--- src/rtl/proc_sequencer_if.sv ---
// Instruction-memory fetch channel between the sequencer (master) and imem (slave).
// req/addr are held stable until ack; ack is only meaningful while req is high.
interface proc_sequencer_if #(
  parameter int PC_WIDTH    = 4,
  parameter int INSTR_WIDTH = 12
);
  logic                   imem_req;
  logic [PC_WIDTH-1:0]    imem_addr;
  logic                   imem_ack;
  logic [INSTR_WIDTH-1:0] imem_rdata;

  modport master (output imem_req, output imem_addr, input imem_ack, input imem_rdata);
  modport slave  (input imem_req, input imem_addr, output imem_ack, output imem_rdata);
endinterface

--- src/rtl/proc_sequencer.sv ---
// Multi-cycle FETCH/DECODE/EXEC/WB sequencer with run/step/halt debug control.
// Optional BREAKPOINT_EN adds a PC breakpoint checked on WB->FETCH.
module proc_sequencer #(
  parameter int PC_WIDTH      = 4,
  parameter int INSTR_WIDTH   = 12,
  parameter int RESET_PC      = 0,
  parameter int FETCH_TIMEOUT = 8
) (
  input  logic                clk,
  input  logic                reset,
  input  logic                run,
  input  logic                step,
  proc_sequencer_if.master    imem,
`ifdef BREAKPOINT_EN
  input  logic                bp_valid,
  input  logic [PC_WIDTH-1:0] bp_addr,
  output logic                bp_hit,
`endif
  output logic [1:0]          rs1_addr,
  output logic [1:0]          rs2_addr,
  output logic [1:0]          rd_addr,
  output logic                alu_op,
  output logic                reg_we,
  output logic [PC_WIDTH-1:0] pc,
  output logic                halted,
  output logic                fault,
  output logic                retired,
  output logic [2:0]          state_dbg
);

  localparam int WCW = $clog2(FETCH_TIMEOUT + 1);

  typedef enum logic [2:0] {
    S_HALT   = 3'd0,
    S_FETCH  = 3'd1,
    S_DECODE = 3'd2,
    S_EXEC   = 3'd3,
    S_WB     = 3'd4,
    S_FAULT  = 3'd5
  } state_t;

  state_t                 state;
  logic [INSTR_WIDTH-1:0] ir;
  logic                   step_mode;
  logic [WCW-1:0]         wait_cnt;
  logic [PC_WIDTH-1:0]    pc_next;
  logic [3:0]             opcode;
  logic                   is_add, is_sub, is_halt, in_exec;
  logic                   ir_unused;

  assign pc_next   = pc + PC_WIDTH'(1);
  assign opcode    = ir[11:8];
  assign is_add    = (opcode == 4'h0);
  assign is_sub    = (opcode == 4'h1);
  assign is_halt   = (opcode == 4'hF);
  assign ir_unused = ^ir[1:0];

  always_ff @(posedge clk) begin
    if (reset) begin
      state     <= S_HALT;
      pc        <= PC_WIDTH'(RESET_PC);
      ir        <= '0;
      step_mode <= 1'b0;
      wait_cnt  <= '0;
`ifdef BREAKPOINT_EN
      bp_hit    <= 1'b0;
`endif
    end else begin
`ifdef BREAKPOINT_EN
      bp_hit <= 1'b0;
`endif
      case (state)
        S_HALT: begin
          if (run) begin
            state     <= S_FETCH;
            step_mode <= 1'b0;
          end else if (step) begin
            state     <= S_FETCH;
            step_mode <= 1'b1;
          end
        end
        S_FETCH: begin
          if (imem.imem_ack) begin
            ir       <= imem.imem_rdata;
            wait_cnt <= '0;
            state    <= S_DECODE;
          end else begin
            wait_cnt <= wait_cnt + WCW'(1);
            if (wait_cnt == WCW'(FETCH_TIMEOUT - 1)) state <= S_FAULT;
          end
        end
        S_DECODE: begin
          // HALT retires here so the core parks without spending EXEC/WB cycles.
          if (is_halt) begin
            pc    <= pc_next;
            state <= S_HALT;
          end else begin
            state <= S_EXEC;
          end
        end
        S_EXEC: state <= S_WB;
        S_WB: begin
          pc <= pc_next;
          if (step_mode || !run) begin
            state <= S_HALT;
`ifdef BREAKPOINT_EN
          end else if (bp_valid && (pc_next == bp_addr)) begin
            state  <= S_HALT;
            bp_hit <= 1'b1;
`endif
          end else begin
            state <= S_FETCH;
          end
        end
        S_FAULT: state <= S_FAULT;
        default: state <= S_HALT;
      endcase
    end
  end

  // All outputs are pure decodes of state/IR/pc: no input-to-output paths.
  assign in_exec        = (state == S_DECODE) || (state == S_EXEC) || (state == S_WB);
  assign rs1_addr       = in_exec ? ir[3:2] : 2'b00;
  assign rs2_addr       = in_exec ? ir[5:4] : 2'b00;
  assign rd_addr        = in_exec ? ir[7:6] : 2'b00;
  assign alu_op         = in_exec && is_sub;
  assign reg_we         = (state == S_WB) && (is_add || is_sub);
  assign retired        = (state == S_WB) || ((state == S_DECODE) && is_halt);
  assign halted         = (state == S_HALT) || (state == S_FAULT);
  assign fault          = (state == S_FAULT);
  assign imem.imem_req  = (state == S_FETCH);
  assign imem.imem_addr = pc;
  assign state_dbg      = state;

endmodule

--- src/flat_wrapper.sv ---
// flat-port wrapper written by rule: the top's interface ports become plain ports
module proc_sequencer_flat 
#(
  parameter int PC_WIDTH      = 4,
  parameter int INSTR_WIDTH   = 12,
  parameter int RESET_PC      = 0,
  parameter int FETCH_TIMEOUT = 8
)
  (clk, reset, run, step, rs1_addr, rs2_addr, rd_addr, alu_op, reg_we, pc, halted, fault, retired, state_dbg, imem_imem_req, imem_imem_addr, imem_imem_ack, imem_imem_rdata);
  proc_sequencer_if #(.PC_WIDTH(PC_WIDTH), .INSTR_WIDTH(INSTR_WIDTH)) imem_i ();
  input  logic clk;
  input  logic reset;
  input  logic run;
  input  logic step;
  output logic [1:0] rs1_addr;
  output logic [1:0] rs2_addr;
  output logic [1:0] rd_addr;
  output logic alu_op;
  output logic reg_we;
  output logic [PC_WIDTH-1:0] pc;
  output logic halted;
  output logic fault;
  output logic retired;
  output logic [2:0] state_dbg;
  output wire logic [$bits(imem_i.imem_req)-1:0] imem_imem_req;
  output wire logic [$bits(imem_i.imem_addr)-1:0] imem_imem_addr;
  input wire logic [$bits(imem_i.imem_ack)-1:0] imem_imem_ack;
  input wire logic [$bits(imem_i.imem_rdata)-1:0] imem_imem_rdata;
  assign imem_imem_req = imem_i.imem_req;
  assign imem_imem_addr = imem_i.imem_addr;
  assign imem_i.imem_ack = imem_imem_ack;
  assign imem_i.imem_rdata = imem_imem_rdata;
  proc_sequencer #(.PC_WIDTH(PC_WIDTH), .INSTR_WIDTH(INSTR_WIDTH), .RESET_PC(RESET_PC), .FETCH_TIMEOUT(FETCH_TIMEOUT)) u_core (.clk(clk), .reset(reset), .run(run), .step(step), .imem(imem_i), .rs1_addr(rs1_addr), .rs2_addr(rs2_addr), .rd_addr(rd_addr), .alu_op(alu_op), .reg_we(reg_we), .pc(pc), .halted(halted), .fault(fault), .retired(retired), .state_dbg(state_dbg));
endmodule
--- config.mk ---
export PLATFORM = sky130hd
export DESIGN_NAME = proc_sequencer_flat
export DESIGN_NICKNAME = d
export VERILOG_FILES = /design/src/rtl/proc_sequencer_if.sv /design/src/rtl/proc_sequencer.sv /design/src/flat_wrapper.sv
export SDC_FILE = /design/constraint.sdc
export NUM_CORES = 1
export LEC_CHECK = 0
export BUFFER_PORTS_ARGS = -buffer_cell sky130_fd_sc_hd__buf_2
export CELL_PAD_IN_SITES_DETAIL_PLACEMENT = 0
export CELL_PAD_IN_SITES_GLOBAL_PLACEMENT = 2
export CORE_MARGIN = 10
export CORE_UTILIZATION = 27
export DETAILED_ROUTE_END_ITERATION = 8
export GPL_TIMING_DRIVEN = 0
export PLACE_DENSITY_LB_ADDON = 0.1
export SLEW_MARGIN = 25
export SYNTH_ARGS = -nofsm -noshare
export SYNTH_HDL_FRONTEND = slang
export SYNTH_SLANG_ARGS = --single-unit
--- constraint.sdc ---
create_clock -name clk -period 1.78 [get_ports clk]
set_input_delay 0.178 -clock clk [delete_from_list [all_inputs] [get_ports clk]]
set_output_delay 0.178 -clock clk [all_outputs]
set_load 0.03 [all_outputs]
==> qor.yml <==
route:
  drtAntennaViolNets: 0
  wl_per_cell_um: 13.92
  num_vias: 1137
  remaining_drc_errors: 0
  drt_pre_antenna_iters: 4
  wl_um: 3272
  drt_iter0_markers: 38
  vias_per_cell: 4.838
timing:
  hold_violations: 0
  timing.hold.ws_ns: 0.1232
  slew_viol_final: 0
  relSlewSlack_pct: 63.79
  post-route-period-util_pct: 95.45
  rsz0062_at_grt: "false"
  timing.fmax_mhz: 588.6
  clock-skew-final_ns: 0.004285
  min_period_ns: 1.699
  finalSetupTns_ns: 0
  setup_viol: 0
  timing.final.ws_setup_ns: 0.08105
  worst_pin_slew_ns: 0.5431
synth:
  synth_top_family_by_area: "simple AND/OR/NAND/NOR gates"
  synth_compound_area_share_pct: 15.49
  synthArstFlopShare_pct: 0
  synth_cells: 144
  synth_cell_types: 38
  yosysSeqAreaShare_pct: 38.14
  synthesis.nets: 163
  synthFlopType: "dfxtp_1"
  muxShareOfSynthArea_pct: 2.817
  syn_area_per_cell_um2: 8.020
  synthAdderAreaFrac_pct: 2.167
  synth_simple_gate_area_share_pct: 32.94
  synthXorXnorAreaFrac_pct: 0.7584
  syn-cell-area_mm2: 0.001155
  synth-edff-count: 0
  ys_warn_count: 0
  ys_seq_elements: 22
worst_setup_path:
  critPathSlowestCell: "or4b_1"
  critPathMaxFanout: 10
  cpPeakStageDelay_ns: 0.49
  critPathBufInv: 2
  endpoint_kind: "flop"
  worstPathCellList: "buf_4 -> or3b_1 -> buf_2 -> or4b_1 -> a21oi_1"
  crit_family: "simple AND/OR/NAND/NOR gates"
  path_class: "flop to flop"
  startpoint_type: "flop"
  arrival_ns: 1.90
  required_ns: 1.98
clock_network:
  cts_tree: "yes"
  cts_hold_buf: 0
  clk_latency_ns: 0.26
  cts.path.max_buffers: 2
  post-cts-setup-buffers: 0
  clk_pin_slew_ns: 0.09
  numCtsBuffers: 3
  cts-htree-levels: 1
  cts_sinks: 22
  root_buffer: "clkbuf_8"
outcome:
  status: "complete, no violations"
finish:
  diodes: 0
  area_growth_pct: 33.69
  fin_util_pct: 38.05
  final_nets: 205
  drive_gt1_share_pct: 34.59
power_and_ir_drop:
  p_total_mw: 1.289
  combinationalPowerShare_pct: 21.3
  irDropWorstVdd_mv: 0.4169
  pwr-share-clk_pct: 36.6
  power_leakage_nw: 0.6514
  p_seq_share_pct: 42.1
  p_sw_mw: 0.3623
  p_int_mw: 0.9267
  cellPowerDensity_mw_per_mm2: 834.9
  switching_share_pct: 28.11
global_routing:
  grt_pass1_vias: 1099
  antenna_found_initial: 0
  grt_pass1_wl_um: 5257
  track_usage_pct: 8.699
  grt_overflow: 0
  grt_max_degree: 14
die:
  core_mm2: 0.004058
  fp.dieArea_mm2: 0.007293
  fp-row-count: 23
  io_pins: 40
  start_util_pct: 28.46
  fp.dieH_um: 85.40
  die_w_um: 85.40
placed_design:
  port_buffers: 37
  place_ws_ns: -0.09578
  gp_congestion: 0.7289
  dp_hpwl_um: 2480
worst_hold_path:
  hold_path_class: "input port to flop"
job:
  cap_violations: 0
[layer usage]
layer / track usage, % / vias up / routed length (um)
li1: - / 581 / -
met1: 9.361 / 530 / 1395
met2: 14.92 / 24 / 1588
met3: 4.398 / 2 / 269
met4: 1.796 / 0 / 19
met5: 0 / - / 0
[placed cells by master (no fill, tap or decap), drive strengths merged]
cell type	n
buf	46
nand2	26
dfxtp	22
a21oi	16
nor2	8
nor2b	8
clkbuf	8
inv	4
nand3	3
nand2b	3
or3b	2
nor3	2
nand4	2
nor4bb	2
nand4bb	2
o21ai	2
nand3b	2
a211oi	2
or3	2
mux2	2
ha	2
nor3b	2
or4b	2
or4	2
o21a	1
o22ai	1
xor2	1
and3b	1
a311oi	1
o211a	1
o311a	1
o2111ai	1
o211ai	1
o32ai	1
mux2i	1
a31oi	1
bufinv	1
[synth_stat cells (3+ instances only)]
cell / number / area, um^2
a21oi_1: 16 / 80.08
buf_4: 5 / 37.54
clkbuf_1: 7 / 26.28
dfxtp_1: 22 / 440.4
inv_1: 4 / 15.01
nand2_1: 26 / 97.59
nand2b_1: 3 / 18.77
nand3_1: 3 / 15.01
nor2_1: 8 / 30.03
nor2b_1: 8 / 50.05
[layout make-up]
type | count | area (um^2)
buffer | 14 | 81.33
clock buffer | 3 | 41.29
fill | 448 | 2514
multi-input combinational | 104 | 664.4
tap | 50 | 62.56
inverter | 4 | 15.01
timing repair buffer | 37 | 205.2
clock inverter | 1 | 30.03
sequential | 22 | 444.2
[power by group through the flow]
stage	Sequential (mW)	Combinational, mW	Clock, mW
global placement	0.552	0.262	0
detailed placement	0.554	0.265	0
finish	0.543	0.274	0.472
floorplan	0.569	0.168	0
global route	0.549	0.304	0.508
CTS	0.542	0.274	0.494
[worst register-to-register path: cells and delay by family (launching register included)]
family          cells  cell delay [ns]
flops               1             0.33
buf+inv             2             0.32
compound gates      1             0.14
simple gates        2             0.86
[what timing repair did]
item | 4_1_cts | 5_1_grt
endpoints found under the hold margin | 0 | 0
setup endpoints to repair | 10 | 10
resized for setup | 13 | 13
[state kept, by name (all words and copies together) (netlist names)]
name / count
u_core.step_mode: 1
u_core.state_dbg: 3
u_core.imem.imem_addr: 4
u_core.ir: 10
u_core.wait_cnt: 4
[stage by stage]
step                std cells  instance area [um^2]
detailed placement        231                  1418
global route              235                  1544
CTS                       235                  1524
global placement          231                  1418
finish                    235                  1544
floorplan                 144                  1170
[kinds of logic (layout without fill, tap and decap cells)]
group	Yosys count	in the layout
AND/OR/NAND/NOR	69	69
AO/OA/AOI/OAI	29	29
flip-flops	22	22
buffers and inverters	18	59
multiplexers	3	3
adder cells (fa/ha/maj)	2	2
XOR/XNOR	1	1
[final timing paths]
kind / from / to / slack [ns] / depth (start not counted)
setup reg to reg: u_core.state_dbg[0] / u_core.wait_cnt[2] / 0.08 / 5
hold / removal: run / u_core.step_mode / 0.12 / 2
hold reg to reg: u_core.ir[5] / u_core.ir[5] / 0.46 / 2
setup / recovery: u_core.state_dbg[0] / u_core.wait_cnt[2] / 0.08 / 5
No activity file was read; power rests on OpenSTA's default activity.
